--- src/rtl/sram_pkg.sv ---
// Shared types and constants for the SRAM arbiter slice.
// The widths match the board's 256Kx16 asynchronous SRAM.
package sram_pkg;

    localparam int SRAM_ADDR_W = 18;
    localparam int SRAM_DATA_W = 16;

    typedef enum logic [1:0] {
        IDLE,
        ACCESS,
        RECOVER
    } state_e;

    typedef struct packed {
        logic                   we;
        logic [SRAM_ADDR_W-1:0] addr;
        logic [SRAM_DATA_W-1:0] wdata;
        logic [1:0]             be;
    } cmd_t;

    function automatic logic [SRAM_DATA_W-1:0] lane_mask(
        input logic [SRAM_DATA_W-1:0] d,
        input logic [1:0]             be
    );
        logic [SRAM_DATA_W-1:0] m;
        m = '0;
        if (be[0]) m[SRAM_DATA_W/2-1:0] = d[SRAM_DATA_W/2-1:0];
        if (be[1]) m[SRAM_DATA_W-1:SRAM_DATA_W/2] = d[SRAM_DATA_W-1:SRAM_DATA_W/2];
        return m;
    endfunction

endpackage

--- src/rtl/sram_rr_arb.sv ---
// Round-robin arbiter: the pointer names the first port searched.
// Combinational; the caller owns and advances the pointer.
module sram_rr_arb #(
    parameter int N  = 2,
    parameter int PW = (N > 1) ? $clog2(N) : 1
) (
    input  logic [N-1:0]  req_i,
    input  logic          en_i,
    input  logic [PW-1:0] ptr_i,
    output logic [N-1:0]  gnt_o
);

    logic found;
    int   idx;

    always_comb begin
        gnt_o = '0;
        found = 1'b0;
        idx   = 0;
        if (en_i) begin
            for (int i = 0; i < N; i++) begin
                idx = (int'(ptr_i) + i) % N;
                if (!found && req_i[idx]) begin
                    gnt_o[idx] = 1'b1;
                    found      = 1'b1;
                end
            end
        end
    end

endmodule

--- src/rtl/sram_arbiter.sv ---
// Two-port round-robin arbiter and strobe sequencer for the async SRAM.
// Each transaction: IDLE grant, ACCESS x(WAIT_CYCLES+1), RECOVER with ACK.
module sram_arbiter
    import sram_pkg::*;
#(
    parameter int ADDR_W      = SRAM_ADDR_W,
    parameter int DATA_W      = SRAM_DATA_W,
    parameter int WAIT_CYCLES = 1
) (
    input  logic              CLOCK,
    input  logic              RESET_N,
    input  logic              REQ0,
    input  logic              REQ1,
    input  logic              WE0,
    input  logic              WE1,
    input  logic [ADDR_W-1:0] ADDR0,
    input  logic [ADDR_W-1:0] ADDR1,
    input  logic [DATA_W-1:0] WDATA0,
    input  logic [DATA_W-1:0] WDATA1,
    input  logic [1:0]        BE0,
    input  logic [1:0]        BE1,
    output logic              ACK0,
    output logic              ACK1,
    output logic [DATA_W-1:0] RDATA,
    output logic              BUSY,
    output logic [ADDR_W-1:0] SRAM_ADDR,
    output logic [DATA_W-1:0] SRAM_DQ_O,
    output logic              SRAM_DQ_OE,
    input  logic [DATA_W-1:0] SRAM_DQ_I,
    output logic              SRAM_CE_N,
    output logic              SRAM_WE_N,
    output logic              SRAM_OE_N,
    output logic              SRAM_LB_N,
    output logic              SRAM_UB_N
);

    localparam logic [3:0] WLAST = 4'(WAIT_CYCLES);

    state_e            state_q;
    cmd_t              cmd_q, cmd_d;
    logic              port_q;
    logic              ptr_q;
    logic [3:0]        cnt_q, cnt_d;
    logic [1:0]        ack_q;
    logic [DATA_W-1:0] rdata_q;
    logic              busy_q;
    logic              ce_n_q, we_n_q, oe_n_q, lb_n_q, ub_n_q;
    logic              dq_oe_q;
    logic [1:0]        gnt;

    sram_rr_arb #(.N(2)) u_arb (
        .req_i ({REQ1, REQ0}),
        .en_i  (state_q == IDLE),
        .ptr_i (ptr_q),
        .gnt_o (gnt)
    );

    always_comb begin
        cmd_d = '0;
        if (gnt[1]) begin
            cmd_d.we    = WE1;
            cmd_d.addr  = ADDR1;
            cmd_d.wdata = WDATA1;
            cmd_d.be    = BE1;
        end else begin
            cmd_d.we    = WE0;
            cmd_d.addr  = ADDR0;
            cmd_d.wdata = WDATA0;
            cmd_d.be    = BE0;
        end
    end

    assign cnt_d = cnt_q + 4'd1;

    always_ff @(posedge CLOCK or negedge RESET_N) begin
        if (!RESET_N) begin
            state_q <= IDLE;
            cmd_q   <= '0;
            port_q  <= 1'b0;
            ptr_q   <= 1'b0;
            cnt_q   <= '0;
            ack_q   <= '0;
            rdata_q <= '0;
            busy_q  <= 1'b0;
            ce_n_q  <= 1'b1;
            we_n_q  <= 1'b1;
            oe_n_q  <= 1'b1;
            lb_n_q  <= 1'b1;
            ub_n_q  <= 1'b1;
            dq_oe_q <= 1'b0;
        end else begin
            ack_q <= '0;
            unique case (state_q)
                IDLE: begin
                    if (|gnt) begin
                        state_q <= ACCESS;
                        cmd_q   <= cmd_d;
                        port_q  <= gnt[1];
                        ptr_q   <= !gnt[1];
                        cnt_q   <= '0;
                        busy_q  <= 1'b1;
                        ce_n_q  <= 1'b0;
                        lb_n_q  <= !cmd_d.be[0];
                        ub_n_q  <= !cmd_d.be[1];
                        we_n_q  <= !cmd_d.we;
                        oe_n_q  <= cmd_d.we;
                        dq_oe_q <= cmd_d.we;
                    end
                end
                ACCESS: begin
                    if (cnt_q == WLAST) begin
                        state_q       <= RECOVER;
                        ce_n_q        <= 1'b1;
                        we_n_q        <= 1'b1;
                        oe_n_q        <= 1'b1;
                        lb_n_q        <= 1'b1;
                        ub_n_q        <= 1'b1;
                        dq_oe_q       <= 1'b0;
                        ack_q[port_q] <= 1'b1;
                        if (!cmd_q.we) rdata_q <= lane_mask(SRAM_DQ_I, cmd_q.be);
                    end else begin
                        cnt_q <= cnt_d;
                        // final ACCESS cycle holds data/address with WE_N high
                        if (cnt_d == WLAST) we_n_q <= 1'b1;
                    end
                end
                RECOVER: begin
                    state_q <= IDLE;
                    busy_q  <= 1'b0;
                end
                default: state_q <= IDLE;
            endcase
        end
    end

    assign ACK0       = ack_q[0];
    assign ACK1       = ack_q[1];
    assign RDATA      = rdata_q;
    assign BUSY       = busy_q;
    assign SRAM_ADDR  = cmd_q.addr;
    assign SRAM_DQ_O  = cmd_q.wdata;
    assign SRAM_DQ_OE = dq_oe_q;
    assign SRAM_CE_N  = ce_n_q;
    assign SRAM_WE_N  = we_n_q;
    assign SRAM_OE_N  = oe_n_q;
    assign SRAM_LB_N  = lb_n_q;
    assign SRAM_UB_N  = ub_n_q;

endmodule

--- config.mk ---
export PLATFORM = sky130hd
export DESIGN_NAME = sram_arbiter
export DESIGN_NICKNAME = d
export VERILOG_FILES = /design/src/rtl/sram_pkg.sv /design/src/rtl/sram_rr_arb.sv /design/src/rtl/sram_arbiter.sv
export SDC_FILE = /design/constraint.sdc
export NUM_CORES = 1
export LEC_CHECK = 0
export ABC_AREA = 1
export ABC_CLOCK_PERIOD_IN_PS = 1500
export CAP_MARGIN = 20
export CELL_PAD_IN_SITES_DETAIL_PLACEMENT = 0
export CELL_PAD_IN_SITES_GLOBAL_PLACEMENT = 1
export CORE_UTILIZATION = 30
export CTS_CLUSTER_SIZE = 12
export DETAILED_ROUTE_END_ITERATION = 7
export GPL_TIMING_DRIVEN = 0
export PLACE_DENSITY_LB_ADDON = 0.1
export SYNTH_ARGS = -nofsm -noshare
export SYNTH_HDL_FRONTEND = slang
export SYNTH_SLANG_ARGS = --single-unit
--- constraint.sdc ---
create_clock -name CLOCK -period 1.5 [get_ports CLOCK]
set_input_delay 0.15 -clock CLOCK [delete_from_list [all_inputs] [get_ports CLOCK]]
set_output_delay 0.15 -clock CLOCK [all_outputs]
set_load 0.02 [all_outputs]
## Word-level counts from Yosys, hierarchy flattened

Cells that the tools add are included.

| operators by class | value |
|---|---|
| reduce and logical (&&, ||, !) cells | 20 |
| equality and inequality tests | 8 |
| bitwise logic cells | 3 |
| magnitude comparators | 6 |
| $add $sub $neg | 2 |
| mux-type cells | 45 |

Operators with widths:

| cell | number |
|---|---|
| $mux 37 | 1 |
| $mux 1 | 20 |
| $mux 2 | 8 |
| $mux 8 | 2 |
| $pmux 1 s2 | 7 |
| $reduce_and 3->1 | 4 |
| $eq 4x1->1 const B | 2 |
| $mux 4 | 2 |
| $pmux 4 s2 | 1 |
| $ne 2x2->1 const B | 3 |
| $reduce_and 2->1 | 3 |
| $logic_not 1->1 | 5 |
| $add 4x1->4 const B | 1 |
| $logic_and 1x1->1 | 4 |
| $lt 1x2->1 const B | 2 |
| $pmux 2 s2 | 1 |
| $reduce_bool 2->1 | 2 |
| $demux 1 s1 | 3 |
| $lt 2x3->1 const B | 1 |
| $ne 3x3->1 const B | 1 |
| $eq 2x1->1 const B | 1 |
| $eq 2x2->1 const B | 1 |
| $ge 1x1->1 const B | 2 |
| $ge 2x1->1 const B | 1 |
| 6 further kinds | 6 |

| storage, ports and cells | value |
|---|---|
| output and inout port bits | 59 |
| input port bits | 94 |
| word-level logic and storage cells | 101 |
| register bits | 70 |

## Logic depth before layout (Yosys ltp)

Gate-level depths: netlist (run 1).

| depth | value |
|---|---|
| word-level depth | 13 |
| gate-level depth with buffers | 10 |
| depth with buffers taken out | 10 |

## Hierarchy

Synthesis (run 1) repeated with hierarchy kept, for this count alone.

| unflattened totals | value |
|---|---|
| cell total of the unflattened synthesis | 392 |
| area, all modules | 3365.7 µm² |

By module, submodules not included:

| module | area an instance (µm²) | sequential area each (µm²) | cells each | times used |
|---|---|---|---|---|
| sram_arbiter | 3344.5 | 1757.9 | 387 | 1 |
| sram_rr_arb | 21.3 | 0.0 | 5 | 1 |

## Worst setup path after synthesis (run 1)

OpenSTA, ideal clock, no wires.

| timing path | value |
|---|---|
| kind | register to register |
| from | register cnt_q[1] |
| to | register rdata_q[0] (netlist: RDATA[0]) |
| required time | 1.380 ns |
| period minus slack after synthesis | 1.359 ns |
| path buffers | 1 |
| path slack | 0.141 ns |
| library setup time | 0.120 ns |
| arrival | 1.238 ns |
| cell stages (with the launch flop) | 9 |
| cell sequence | dfrtp_1 -> inv_1 -> ha_1 -> nand2_1 -> nor2_1 -> nand2_1 -> clkbuf_1 -> o21ai_0 -> nand2_1 |

| between the ends | value |
|---|---|
| word-level cells in the longest chain between the ends | 2 |

RTL lines:

| what | RTL line | source |
|---|---|---|
| start: declaration | sram_arbiter.sv:43 | `logic [3:0] cnt_q, cnt_d;` |
| start signal: assignment | sram_arbiter.sv:122 | `cnt_q <= cnt_d;` |
| $eq 4x1->1 | sram_arbiter.sv:111 | `if (cnt_q == WLAST) begin` |
| $reduce_and 3->1 (no line) | - |  |
| end signal: assignment | sram_arbiter.sv:120 | `if (!cmd_q.we) rdata_q <= lane_mask(SRAM_DQ_I, cmd_q.be);` |
| end: declaration | sram_arbiter.sv:45 | `logic [DATA_W-1:0] rdata_q;` |

No other way between the ends.
A chain may end at the register's enable or synchronous reset.

## Final worst setup path (run 1)

| timing path | value |
|---|---|
| from | register state_q[0] |
| to | register cmd_q, in the netlist SRAM_ADDR[9] |

| between the ends | value |
|---|---|
| word-level cells in the longest chain between the ends | 4 |
| elaborated cells on any way between the ends | 5 |
| those cells by class | 2 x mux; 3 x reduce/logical |

RTL lines:

| what | RTL line | source |
|---|---|---|
| start: declaration | sram_arbiter.sv:39 | `state_e state_q;` |
| start signal: assignment | sram_arbiter.sv:77 | `state_q <= IDLE;` |
| start signal: assignment | sram_arbiter.sv:96 | `state_q <= ACCESS;` |
| start signal: assignment | sram_arbiter.sv:112 | `state_q <= RECOVER;` |
| $logic_not 2->1 * | sram_arbiter.sv:53, sram_arbiter.sv:93 |  |
| $mux 2 | sram_rr_arb.sv:20 | `if (en_i) begin` |
| $reduce_or 2->1 | sram_arbiter.sv:95 | `if (\|gnt) begin` |
| $reduce_and 2->1 (no line) | - |  |
| end signal: assignment | sram_arbiter.sv:97 | `cmd_q <= cmd_d;` |
| end: declaration | sram_arbiter.sv:40 | `cmd_t cmd_q, cmd_d;` |

Every way passes the cells marked *; elsewhere a longest branch is shown, timed or not.

==> results of run 1 <==
## layout by cell type (no fill, tap or decap), types with 5 or more instances in the layout
master / netlist / routed
buf_4: 36 / 47
nand3_1: 39 / 26
nor2_1: 21 / 18
nand2_2: 1 / 12
clkbuf_16: 0 / 12
o21ai_1: 12 / 25
nand2_4: 1 / 9
nand3_2: 1 / 13
o21ai_0: 25 / 11
buf_6: 3 / 5
a21oi_1: 17 / 17
clkdlybuf4s50_1: 0 / 111
inv_1: 25 / 24
nor2_4: 2 / 5
dlygate4sd2_1: 0 / 38
nand2_1: 127 / 107
dfrtp_1: 65 / 64
dfstp_2: 5 / 5
## timing repair
action | CTS | global route
gates cloned | 0 | 4
setup buffers | 1 | 8
hold buffers | 1 | 0
setup endpoints to repair | 57 | 57
gates resized for setup | 45 | 97
hold endpoints to repair | 29 | 0
pin swaps | 1 | 11
## cells by family (layout without fill, tap and decap cells)
| logic type | Yosys count | count (layout) |
|---|---|---|
| simple gates | 196 | 196 |
| flops | 70 | 70 |
| buf+inv | 80 | 263 |
| fa+ha+maj | 3 | 3 |
| compound gates | 57 | 57 |
## power groups by stage
stage / clock network (mW) / registers (mW) / logic (mW)
CTS: 2.36 / 3.40 / 6.05
global route: 2.42 / 3.60 / 7.66
detailed placement: 0 / 3.41 / 6.35
global placement: 0 / 3.40 / 6.29
floorplan: 0 / 3.74 / 3.43
finish: 2.30 / 3.48 / 7.00
## critical path, stage by stage, from the launching register on
cell and delay [ns]:
dfrtp_1 0.42, nor2_4 0.19, nand3_4 0.18, nand2_8 0.13, inv_6 0.05, buf_12 0.13, clkbuf_16 0.15, nand2_2 0.05
nand3_2 0.06
## how the worst min path moves through the flow
| stage | startpoint | end | slack (ns) |
|---|---|---|---|
| 6_report | RESET_N | SRAM_DQ_O[10] | 0.32 |
| 3_3_place_gp | port_q | ack_q[0] | 0.42 |
| 4_1_cts | RESET_N | SRAM_DQ_O[10] | 0.33 |
| 5_1_grt | RESET_N | SRAM_DQ_O[10] | 0.37 |
| 3_5_place_dp | RESET_N | SRAM_DQ_O[10] | 0.13 |
| 2_1_floorplan | RESET_N | BUSY | -0.15 |
## final cells by class
type	instances	area (um2)
timing repair buffer	167	1680
buffer	52	422
inverter	28	115
tap	140	175
multi-input combinational	256	1380
fill	1054	5080
clock inverter	7	97.6
clock buffer	9	225
sequential	70	1760
## stage by stage
stage | area (um2) | setup TNS, ns | std cells | hold slack (ns)
CTS | 5420 | 0 | 717 | 0.334
finish | 5850 | 0 | 729 | 0.316
global placement | 5090 | -168.21 | 698 | 0.420
global route | 5850 | -1.46 | 729 | 0.367
floorplan | 3390 | 0 | 406 | -0.146
detailed placement | 5110 | -5.15 | 699 | 0.125
## registers in the layout (all words and copies together), names as in the netlist, 2 cells and up
signal / cells
SRAM_ADDR: 18
SRAM_DQ_O: 16
cmd_q: 3
ack_q: 2
state_q: 2
RDATA: 16
cnt_q: 4
## per-layer routing
metal | up-vias | wire [um] | GRT usage, %
li1 | 1627 | - | -
met1 | 1486 | 4600 | 22.5
met2 | 108 | 4640 | 26.8
met3 | 7 | 722 | 3.80
met4 | 0 | 74 | 5.21
met5 | - | 0 | 0
==> out/metrics.cfg, run 1 <==
[run_status]
status=completed

[synth]
synthXorXnorAreaFrac_pct=0
synth.area.top_cells=dfrtp_1, nand2_1, buf_4
synth.yosys.seq_area_share_pct=51.8
synth-async-reset-ratio_pct=100
synth_commonest_cells=nand2_1, dfrtp_1, nand3_1
synth.ff_latch_count=70
synthFlopType=dfrtp_1
synth_simple_gate_area_share_pct=24.7
synth_fa_ha_area_share_pct=1.11
compound_gate_portion_of_the_synthesized_area_pct=8.59
yosys-mux-area-fraction_pct=0
combinational_family_with_the_most_area_after_synthesis=simple AND/OR/NAND/NOR gates
synth_top_area_share_pct=48.0
yosysWarnings=0
post-synth-top-area-cell=dfrtp_1
synth_edf_count=0
yosysMostFrequentCell=nand2_1
syn-instance-count=406
synth_cell_types=25
syn-mean-instance-area_um2=8.35
netlist_area_um2=3390
postSynthNetCount=503

[cts]
cts_inserted_buffers=9
clkLatencyLatePin_ns=0.33
cts.clk_slew.worst_paths_ns=0.06
clock_sinks=70
clk_root_buffer_cell=clkbuf_16
cts_max_path_buffers=2
cts_tree=built
cts.htree.levels=3

[die]
die-width_um=108
std_cell_rows=38
initial_core_util_pct=31.0
dieArea_um2=11700
core-area_um2=10900
io_pins=153
die_h_um=108

[placed_design]
dp_hpwl_um=6950
dpl_worst_slack_ns=-0.168
globalplace.congestion=0.739
buffer_ports.inserted=152

[route]
drt_pass1_iterations=4
initialDrtViolationCount=125
drt_wl_total_um=10000
via_count=3228
route.detailed.vias_per_inst=4.43
post-route-drc-count=0
avgRoutedWirePerCell_um=13.8
antenna_violating_nets_post_route=0

[sta]
min_period_over_period_pct=99.5
unrepaired_setup_endpoints_after_global_routing=true
final_hold_viol_count=0
worst_pin_slew_ns=0.529
maximum_frequency_from_static_timing_analysis_mhz=670
fin_worst_skew_ns=0.00848
final-max-slew-violation-count=0
report.final.setup_viol=0
setup_ws_post_layout_ns=0.00687
maxSlewHeadroom_pct=64.8
post-route-min-period_ns=1.49

[finish]
final_util_pct=53.5
diodes=0
layout.nets=681
layout-drive-gt1-share_pct=22.9
area_growth_pct=72.5

[power_and_ir_drop]
power.share.clock_pct=18.0
total_power_consumption_of_the_routed_design_mw=12.8
seqPwrFrac_pct=27.2
leakage_nw=2.87
comb_power_share_pct=54.8
p_per_area_nw_per_um2=2180
total_switching_power_mw=5.12
power.ir.vdd_worst_mv=0.807
switching_share_pct=40.1
int_pwr_mw=7.66

[global_route]
vias_in_the_first_global_route=3174
grt_max_degree=42
grt_first_pass_wirelength_um=15200
groute.usage.overall_pct=16.7
globalRoute.totalOverflow=0
antenna_violations_before_repair=0

[critical_path]
rr_endpoint=SRAM_ADDR[9]
rrSetupSlack_ns=0.007
worst_setup_path_startpoint=state_q[0]
critPathKind=reg2reg
worst-path-max-fanout=7
cp.required_ns=1.70
worst_setup_path_start_kind=flip-flop
crit_path_end_kind=flip-flop
cells_on_worst_reg2reg_path=8
crit_end=SRAM_ADDR[9]
critical_path.reg2reg.startpoint=state_q[0]
cp.arrival_ns=1.70

[flow_run]
max_cap_viol_count=0

[min_path]
hold_path.class=in2async

Note: power is estimated with default switching activity, not from simulation.
==> run 2, diff against run 1 <==
--- a/config.mk
+++ b/config.mk
@@ -15,6 +15,8 @@
 export DETAILED_ROUTE_END_ITERATION = 7
 export GPL_TIMING_DRIVEN = 0
 export PLACE_DENSITY_LB_ADDON = 0.1
+export RECOVER_POWER = 25
 export SYNTH_ARGS = -nofsm -noshare
 export SYNTH_HDL_FRONTEND = slang
+export SYNTH_HIERARCHICAL = 1
 export SYNTH_SLANG_ARGS = --single-unit
==> run 2 against run 1 <==
Against the previous run: the flow now finishes with violations (setup timing); sequential cell count unchanged; register-to-register slack got worse by 0.19 ns; non-clock buffer count grew 28; worst setup slack worse by 0.19 ns; design area is 6.7% higher; first-iteration DRC count increased by 51%; sequential power down 5%; critical path depth is 3 higher; core utilization grew 3.8 points.
==> out/metrics.cfg, run 2 <==
[critical_path]
cp.required_ns=1.73  ; was 1.70 ns
cp_cell_sequence=nor2_4 > buf_8 > nand2_4 > a21oi_4 > buf_6 > inv_8 > nand2_4 > inv_8 > buf_8 > nand2_1 > nand3_1  ; was nor2_4 > nand3_4 > nand2_8 > inv_6 > buf_12 > clkbuf_16 > nand2_2 > nand3_2
rr_endpoint=SRAM_DQ_O[1]  ; was SRAM_ADDR[9]
critPathKind=reg2reg  ; unchanged
crit_path_end_kind=flip-flop  ; unchanged
rrSetupSlack_ns=-0.18  ; was 0.007 ns
critical_path.n_buffers_inverters=5  ; was 3
cpPeakStageDelay_ns=0.42  ; about the same
critical_path.reg2reg.startpoint=state_q[1]  ; was state_q[0]
worst_setup_path_start_kind=flip-flop  ; unchanged
critical_path.top_delay_family=buffers and inverters  ; was simple AND/OR/NAND/NOR gates
cp.arrival_ns=1.91  ; was 1.70 ns
worst-path-max-fanout=10  ; was 7
cells_on_worst_reg2reg_path=11  ; was 8
critical_path.slowest_cell=dfrtp_1  ; unchanged

[synth]
compound_gate_portion_of_the_synthesized_area_pct=5.54  ; was 8.59%
syn-instance-count=392  ; was 406
syn-mean-instance-area_um2=8.59  ; was 8.35 um2
synth.ff_latch_count=70  ; unchanged
postSynthNetCount=489  ; was 503
netlist_area_um2=3370  ; was 3390 um2
post-synth-top-area-cell=dfrtp_1  ; unchanged
synth.area.top_cells=dfrtp_1, nand3_1, nand2_1  ; was dfrtp_1, nand2_1, buf_4
synthXorXnorAreaFrac_pct=0  ; unchanged
synth.yosys.seq_area_share_pct=52.2  ; was 51.8%
synth-async-reset-ratio_pct=100  ; unchanged
synth_commonest_cells=nand2_1, nand3_1, dfrtp_1  ; was nand2_1, dfrtp_1, nand3_1
combinational_family_with_the_most_area_after_synthesis=simple AND/OR/NAND/NOR gates  ; unchanged
yosysWarnings=6  ; was 0
synth_cell_types=25  ; unchanged
synth_edf_count=0  ; unchanged
synth_fa_ha_area_share_pct=1.12  ; was 1.11%
synth_simple_gate_area_share_pct=28.5  ; was 24.7%
yosysMostFrequentCell=nand2_1  ; unchanged
yosys-mux-area-fraction_pct=0  ; unchanged
synthFlopType=dfrtp_1  ; unchanged
synth_top_area_share_pct=48.3  ; was 48.0%

[global_route]
grt_first_pass_wirelength_um=17100  ; was 15,200 um
grt_max_degree=49  ; was 42
vias_in_the_first_global_route=3421  ; was 3,174
globalRoute.totalOverflow=0  ; unchanged
antenna_violations_before_repair=0  ; unchanged
groute.usage.overall_pct=19.1  ; was 16.7%

[run_status]
violations=setup timing
status=finished, violations left  ; was completed

[finish]
post-route-cell-area_um2=6240  ; was 5850 um2
layout-drive-gt1-share_pct=33.3  ; was 22.9%
largest_register_ff_count=18  ; unchanged
layout.nets=692  ; was 681
layout_commonest_cell=clkdlybuf4s50_1  ; unchanged
diodes=0  ; unchanged
area_growth_pct=85.4  ; was 72.5%
most-common-layout-cells=clkdlybuf4s50_1, nand2_1, dfrtp_1  ; unchanged

[die]
std_cell_rows=38  ; unchanged
initial_core_util_pct=30.9  ; was 31.0%
core-area_um2=10900  ; about the same
io_pins=153  ; unchanged
die_h_um=108  ; about the same
dieArea_um2=11600  ; was 11,700 um2
die-width_um=108  ; about the same

[sta]
post-route-min-period_ns=1.68  ; was 1.49 ns
report.final.setup_viol=49  ; was 0
fin_worst_skew_ns=0.0138  ; was 0.00848 ns
final_hold_viol_count=0  ; unchanged
setup_ws_post_layout_ns=-0.180  ; was 0.00687 ns
worst_pin_slew_ns=0.612  ; was 0.529 ns
maxSlewHeadroom_pct=59.2  ; was 64.8%
maximum_frequency_from_static_timing_analysis_mhz=595  ; was 670 MHz
unrepaired_setup_endpoints_after_global_routing=true  ; unchanged
final-max-slew-violation-count=0  ; unchanged
min_period_over_period_pct=112  ; was 99.5%

[placed_design]
buffer_ports.inserted=152  ; unchanged
globalplace.congestion=0.710  ; was 0.739
dpl_worst_slack_ns=-0.457  ; was -0.168 ns
placed_area_um2=5170  ; was 5110 um2
dp_hpwl_um=7100  ; was 6950 um

[route]
avgRoutedWirePerCell_um=14.9  ; was 13.8 um
via_count=3384  ; was 3,228
drt_wl_total_um=11000  ; was 10,000 um
antenna_violating_nets_post_route=0  ; unchanged
drt_pass1_iterations=4  ; unchanged
route.detailed.vias_per_inst=4.57  ; was 4.43
post-route-drc-count=0  ; unchanged
initialDrtViolationCount=189  ; was 125

[min_path]
worst_hold_launch=SRAM_DQ_I[2]
whs_endpoint=RDATA[2]
worstHoldPathCells=3
hold_path.class=in2reg  ; was in2async

[cts]
cts_inserted_buffers=9  ; unchanged
clock_sinks=70  ; unchanged
cts_tree=built  ; unchanged
cts_max_path_buffers=2  ; unchanged
cts.htree.levels=3  ; unchanged
cts.clk_slew.worst_paths_ns=0.09  ; was 0.06 ns
clkLatencyLatePin_ns=0.35  ; was 0.33 ns
clk_root_buffer_cell=clkbuf_8  ; was clkbuf_16

[flow_run]
max_cap_viol_count=0  ; unchanged

[power_and_ir_drop]
power.ir.vdd_worst_mv=0.938  ; was 0.807 mV
total_power_consumption_of_the_routed_design_mw=13.3  ; was 12.8 mW
leakage_nw=3.24  ; was 2.87 nW
p_per_area_nw_per_um2=2130  ; was 2180 nW/um2

## run 2: changes by cell type in the layout (fill, tap and decap cells not counted), sizes merged, moves of 10 or more
cell           previous run  this run
nor2                     24         7
buf                      59        87
dlymetal6s2s              2        16
nand2                   129       116
inv                      29        15
a21oi                    17         3
o21ai                    37        27
nand3                    41        90
clkdlybuf4s50           111        95
## run 2: cell type report
type / instances / area (um2)
fillers: 1005 / 4650
repair buffers: 193 / 1940
flip-flops and latches: 70 / 1760
multi-input cells: 254 / 1570
plain buffers: 54 / 470
well taps: 140 / 175
clock buffers: 10 / 138
clock inverters: 6 / 116
inverters: 13 / 68.8
## run 2: kinds of logic (layout without fill, tap and decap cells)
group | Yosys count | after routing
AO/OA/AOI/OAI | 34 | 34
flip-flops | 70 | 70
buffers and inverters | 68 | 276
adder cells (fa/ha/maj) | 3 | 3
AND/OR/NAND/NOR | 217 | 217
## run 2: power breakdown
group	internal [mW]	switching, mW	total, mW	leakage (nW)
clock network	1.17	0.793	1.96	0.127
logic	3.95	4.12	8.07	2.24
registers	2.79	0.497	3.29	0.868
## run 2: repair_timing
action / in CTS / in global routing
pin swaps: 15 / 20
setup endpoints to repair: 106 / 83
gates resized for setup: 142 / 63
buffers inserted: 22 / 14
endpoints found under the hold margin: 22 / 0
hold buffers: 1 / 0
cloned: 5 / 1
## run 2: through the flow
step                util, %  std cells  hold WS [ns]  TNS (ns)
finish                 57.3        740         0.344     -6.48
global route           57.3        740         0.340    -11.27
CTS                    55.0        728         0.241     -5.29
detailed placement     47.4        685        0.0814    -20.41
global placement       47.2        684         0.445   -182.13
floorplan                 -        392        -0.146     -3.25
## run 2: how the worst max path moves through the flow
stage / from / to / slack [ns] / cells after the start
after floorplan: state_q[1] / SRAM_ADDR[10] / -0.09 / 11
after global placement: RESET_N / SRAM_ADDR[2] / -2.39 / 1
after detailed placement: state_q[1] / SRAM_DQ_O[1] / -0.46 / 11
after CTS: state_q[0] / SRAM_WE_N / -0.17 / 11
after global routing: state_q[1] / SRAM_DQ_O[2] / -0.29 / 11
final: state_q[1] / SRAM_DQ_O[1] / -0.18 / 11
## run 2: layer usage
layer | vias up | share of wire (%) | GRT usage [%]
met3 | 8 | 5.2 | 4.54
met4 | 0 | 0.75 | 4.79
met5 | - | 0 | 0
met1 | 1620 | 43 | 23.9
met2 | 98 | 51 | 33.1
li1 | 1658 | - | -
## run 2: worst register-to-register path, cell delays in order (launching register included)
cell	delay (ns)
dfrtp_1	0.42
nor2_4	0.16
buf_8	0.13
nand2_4	0.05
a21oi_4	0.16
buf_6	0.16
inv_8	0.05
nand2_4	0.09
inv_8	0.07
buf_8	0.14
nand2_1	0.07
nand3_1	0.07
